--- src/rtl/wb_host_master.sv ---
// Wishbone classic initiator: turns one command into one bus cycle and returns one response.
// A bus cycle ends with rsp_err set if it waits TIMEOUT_CYCLES cycles without an ack.
module wb_host_master #(
    parameter int TIMEOUT_CYCLES = 255
) (
    input  logic        wb_clk_i,
    input  logic        wb_rst_n_i,
    input  logic        cmd_valid,
    output logic        cmd_ready,
    input  logic        cmd_we,
    input  logic [31:0] cmd_addr,
    input  logic [31:0] cmd_wdata,
    input  logic [3:0]  cmd_sel,
    output logic        rsp_valid,
    input  logic        rsp_ready,
    output logic [31:0] rsp_rdata,
    output logic        rsp_err,
    output logic        wbm_cyc_o,
    output logic        wbm_stb_o,
    output logic        wbm_we_o,
    output logic [3:0]  wbm_sel_o,
    output logic [31:0] wbm_adr_o,
    output logic [31:0] wbm_dat_o,
    input  logic [31:0] wbm_dat_i,
    input  logic        wbm_ack_i
);

    typedef enum logic [1:0] {IDLE, BUS, RESP} state_t;

    localparam logic [7:0] TIMEOUT_LAST = 8'(TIMEOUT_CYCLES - 1);

    state_t     state;
    state_t     state_next;
    logic [7:0] count;
    logic       timeout_hit;

    assign timeout_hit = (count == TIMEOUT_LAST);

    // Strobe and handshakes are decoded from the state alone, so reset drops cyc/stb at once.
    assign cmd_ready = (state == IDLE);
    assign wbm_cyc_o = (state == BUS);
    assign wbm_stb_o = (state == BUS);
    assign rsp_valid = (state == RESP);

    always_comb begin
        state_next = state;
        case (state)
            IDLE:    if (cmd_valid) state_next = BUS;
            BUS:     if (wbm_ack_i || timeout_hit) state_next = RESP;
            RESP:    if (rsp_ready) state_next = IDLE;
            default: state_next = IDLE;
        endcase
    end

    always_ff @(posedge wb_clk_i or negedge wb_rst_n_i) begin
        if (!wb_rst_n_i) begin
            state <= IDLE;
        end else begin
            state <= state_next;
        end
    end

    always_ff @(posedge wb_clk_i or negedge wb_rst_n_i) begin
        if (!wb_rst_n_i) begin
            wbm_we_o  <= 1'b0;
            wbm_sel_o <= 4'h0;
            wbm_adr_o <= 32'h0;
            wbm_dat_o <= 32'h0;
            rsp_rdata <= 32'h0;
            rsp_err   <= 1'b0;
            count     <= 8'h0;
        end else begin
            case (state)
                IDLE: begin
                    if (cmd_valid) begin
                        wbm_we_o  <= cmd_we;
                        wbm_sel_o <= cmd_sel;
                        wbm_adr_o <= cmd_addr;
                        wbm_dat_o <= cmd_wdata;
                        count     <= 8'h0;
                    end
                end
                BUS: begin
                    // An ack arriving on the timeout cycle still completes the transfer cleanly.
                    if (wbm_ack_i) begin
                        if (!wbm_we_o) begin
                            rsp_rdata <= wbm_dat_i;
                        end
                        rsp_err <= 1'b0;
                    end else if (timeout_hit) begin
                        rsp_err <= 1'b1;
                    end else begin
                        count <= count + 8'h1;
                    end
                end
                default: begin
                end
            endcase
        end
    end

endmodule

--- config.mk ---
export PLATFORM = sky130hd
export DESIGN_NAME = wb_host_master
export DESIGN_NICKNAME = d
export VERILOG_FILES = /design/src/rtl/wb_host_master.sv
export SDC_FILE = /design/constraint.sdc
export NUM_CORES = 1
export LEC_CHECK = 0
export CAP_MARGIN = 20
export CORE_MARGIN = 8
export CORE_UTILIZATION = 49
export DETAILED_ROUTE_END_ITERATION = 8
export DONT_BUFFER_PORTS = 1
export GPL_TIMING_DRIVEN = 0
export PLACE_DENSITY = 0.7
export SYNTH_ARGS = -nofsm -noshare
export SYNTH_HDL_FRONTEND = slang
export SYNTH_SLANG_ARGS = --single-unit
--- constraint.sdc ---
create_clock -name wb_clk_i -period 2.1 [get_ports wb_clk_i]
set_input_delay 0.315 -clock wb_clk_i [delete_from_list [all_inputs] [get_ports wb_clk_i]]
set_output_delay 0.315 -clock wb_clk_i [all_outputs]
set_load 0.03 [all_outputs]
==> summary.txt <==
Clock network
  – CTS H-tree lvls: 3
  – CTS tree: done
  – Skew-Pair Late Insertion Delay: 0.35 ns
  – CTS root buffer: clkbuf_8
  – Clock transition at the registers of the reported paths: 0.10 ns
  – # Post-CTS Setup Buffers: 0
  – Clock buffer count from CTS: 9
  – CTS Buffer Depth: 2
  – Sink Count: 112

Timing
  – Worst hold slack: -0.357 ns
  – FMAX: 0.579 GHz
  – Worst Clk Skew: 0.0140 ns
  – Post-route minimum period: 1.73 ns
  – Setup violators final: 0
  – Final hold vios: 112
  – Max-Slew Margin vs Limit: 70.4%
  – Final TNS setup: 0 ns
  – Final period util: 82.2%
  – Setup slack after layout: 0.374 ns
  – Max-slew violations: 0
  – Tightest Pin Transition: 0.445 ns
  – RSZ-0062 raised after global routing: false

Final layout
  – Antenna diodes: 0
  – Final core utilization: 54.0%
  – Share of layout cells above drive strength 1: 15.6%
  – Filler cells: 756
  – Area growth from synthesis to layout: 6.81%
  – Final net count: 545

Flow run
  – Max-Cap Viols: 0

Pwr
  – Power per cell area: 1890 nW/µm²
  – Leakage power: 2.38 nW
  – Worst vdd ir: 0.000823 V
  – Sw Share: 50.7%
  – Clock share of power: 12.4%
  – Logic pwr share: 21.2%
  – Seq pwr share: 66.4%
  – P_sw: 4.50 mW
  – Internal power: 4.38 mW
  – Power, Total: 8.88 mW

Worst setup path
  – Critical Path, Cell by Cell: nor2_2 > nand2_1 > buf_4 > clkbuf_1 > nand2_1 > nand2_1
  – R2R setup slack: 0.37 ns
  – Most common cell on crit path: nand2_1
  – CP delay by family, top: simple AND/OR/NAND/NOR gates
  – Critical Path Max Stage Delay: 0.44 ns
  – Critical path arrival: 1.98 ns
  – R2r startpoint: state[0]
  – Worst EP required: 2.35 ns
  – CP Max Fanout: 10
  – CP startpoint kind: register
  – Worst path slowest cell: dfrtp_1
  – Worst setup EP type: register
  – CP Class: reg2reg
  – Worst setup path startpoint: state[0]
  – CP Buf/Inv Count: 2

Yosys
  – Adder-cell share of the synthesized area: 0.568%
  – Xor and xnor fraction of the mapped netlist area: 0.199%
  – Synthesized Nets: 534
  – Mux share of post-synthesis cell area: 8.17%
  – Synth Area in Compound Gates: 2.98%
  – Synth top cells by count: nand2_1 (212), dfrtp_1 (112), mux2_2 (30), buf_2 (9), nand3_1 (8)
  – Sequential element share of the synthesized area: 63.6%
  – Most frequent cell after synthesis: nand2_1
  – Main flop type after synthesis: dfrtp_1
  – Mapped Cells: 426
  – Simple-gate share of the synthesized area: 21.1%
  – Synthesized area per cell: 10.4 µm²
  – Yosys reg bits: 112
  – Leading post-synthesis cells by cell area: dfrtp_1 (64%), nand2_1 (18%), mux2_2 (7.7%)
  – Ys async rst share: 100%
  – Synth warn: 0
  – Share of the synthesized area in the top cell type: 63.6%
  – Mapped Area: 4410 µm²
  – Post-synthesis cell type with the largest combined area: dfrtp_1
  – Main combinational cell family by area after synthesis: simple AND/OR/NAND/NOR gates
  – Post-synth EDFFs: 0
  – Unique masters post-synth: 30

Global route
  – Pin count of the biggest net entering global routing: 113
  – Grt ovf: 0
  – First-pass GRT wire length: 17.2 mm
  – Vias in the first global route: 3,099
  – Tot GR Track Use: 17.3%
  – Antenna violations before repair: 0

Placed design
  – Final GP Congestion: 0.711
  – PortBufs: 0
  – Post-detail-place hpwl: 8.38 mm
  – Pre-CTS WS: 0.135 ns

Route
  – Final wirelength: 10.7 mm
  – Per-cell routed wire length: 19.5 µm
  – Detailed Route Iter0 Violations: 188
  – DRT Pass-1 Iters: 4
  – Via count: 2,903
  – Final ANT Viol Nets: 0
  – Post-route DRC: 0
  – Via density: 5.29

Die
  – Core ar.: 8720 µm²
  – Die span in x: 111 µm
  – Row count: 34
  – Starting density of the core: 50.6%
  – # IOs: 212
  – DIE AREA: 12,300 µm²
  – DIE HEIGHT: 111 µm

Outcome
  – Failing checks: negative hold slack
  – Status: finished, violations left

Worst hold path
  – Hold crit path type: in2async
## worst reg2reg max path, cell delays in order (launching register included)
cell and delay [ns]:
dfrtp_1 0.44, nor2_2 0.35, nand2_1 0.21, buf_4 0.23
clkbuf_1 0.22, nand2_1 0.13, nand2_1 0.05
## layout by cell type (no fill, tap or decap), types with 2 or more instances in the layout
cell type	netlist	routed
o211ai_2	2	2
a21oi_1	3	3
mux2_1	2	2
o21ai_0	4	4
dfrtp_1	112	112
o21ai_1	4	4
clkinvlp_4	0	3
inv_1	6	6
or3_1	2	2
ha_1	2	2
mux2_2	30	30
nor2_1	4	3
o31a_1	2	2
nand2_1	212	212
a31oi_1	2	2
buf_2	9	9
nand3_1	8	8
buf_4	7	7
clkbuf_1	3	5
clkbuf_8	0	9
## power by group through the flow
| stage | logic [mW] | registers, mW | clock network (mW) |
|---|---|---|---|
| after global placement | 1.82 | 5.95 | 0 |
| final | 1.89 | 5.90 | 1.10 |
| after floorplan | 1.59 | 5.62 | 0 |
| after global routing | 2.16 | 6.05 | 1.23 |
| after CTS | 1.92 | 5.94 | 1.16 |
| after detailed placement | 1.94 | 5.96 | 0 |
## what timing repair did
action	4_1_cts	5_1_grt
setup endpoints to repair	0	1
gates resized for setup	0	1
endpoints found under the hold margin	112	112
## cells by family after synthesis
kind of cell	after synthesis
AO/OA/AOI/OAI	18
XOR/XNOR	1
adder cells (fa/ha/maj)	2
buffers and inverters	28
flip-flops	112
multiplexers	32
AND/OR/NAND/NOR	233
## final cells by class
type | instances | area [µm²] | area share [%]
clock inverter | 4 | 31.3 | 0.664
multi-input combinational | 286 | 1460 | 31.0
clock buffer | 11 | 131 | 2.79
inverter | 7 | 26.3 | 0.558
buffer | 21 | 124 | 2.63
tap | 108 | 135 | 2.87
sequential | 112 | 2800 | 59.5
## worst paths after layout
check,endpoint,cells after the start
setup / recovery,wbm_adr_o[22],6
hold / removal,rsp_rdata[19],0
setup reg to reg,wbm_adr_o[22],6
hold reg to reg,count[7],1
max in group asynchronous,count[0],0
min in group wb_clk_i,rsp_err,1
## sequential cells by signal, summed over array words and instances, names as in the netlist
signal     cells
rsp_rdata     32
wbm_adr_o     32
wbm_dat_o     32
count          8
wbm_sel_o      4
state          2
rsp_err        1
wbm_we_o       1
## through the flow
step	cells	instance area, µm²	hold slack (ns)
global placement	534	4540	0.0224
detailed placement	534	4540	0.0225
finish	549	4710	-0.357
CTS	549	4710	-0.386
floorplan	426	4410	0.0194
global route	549	4710	-0.403
## routing by layer
metal / vias to the layer above / global-route usage (%) / wire length [µm] / part of all wire [%]
met5: - / 0 / 0 / 0
met2: 169 / 27.6 / 5000 / 47
li1: 1368 / - / - / -
met4: 0 / 5.95 / 123 / 1.1
met3: 11 / 9.79 / 1590 / 15
met1: 1355 / 18.9 / 3980 / 37
Power figures use the tool's default switching activity.
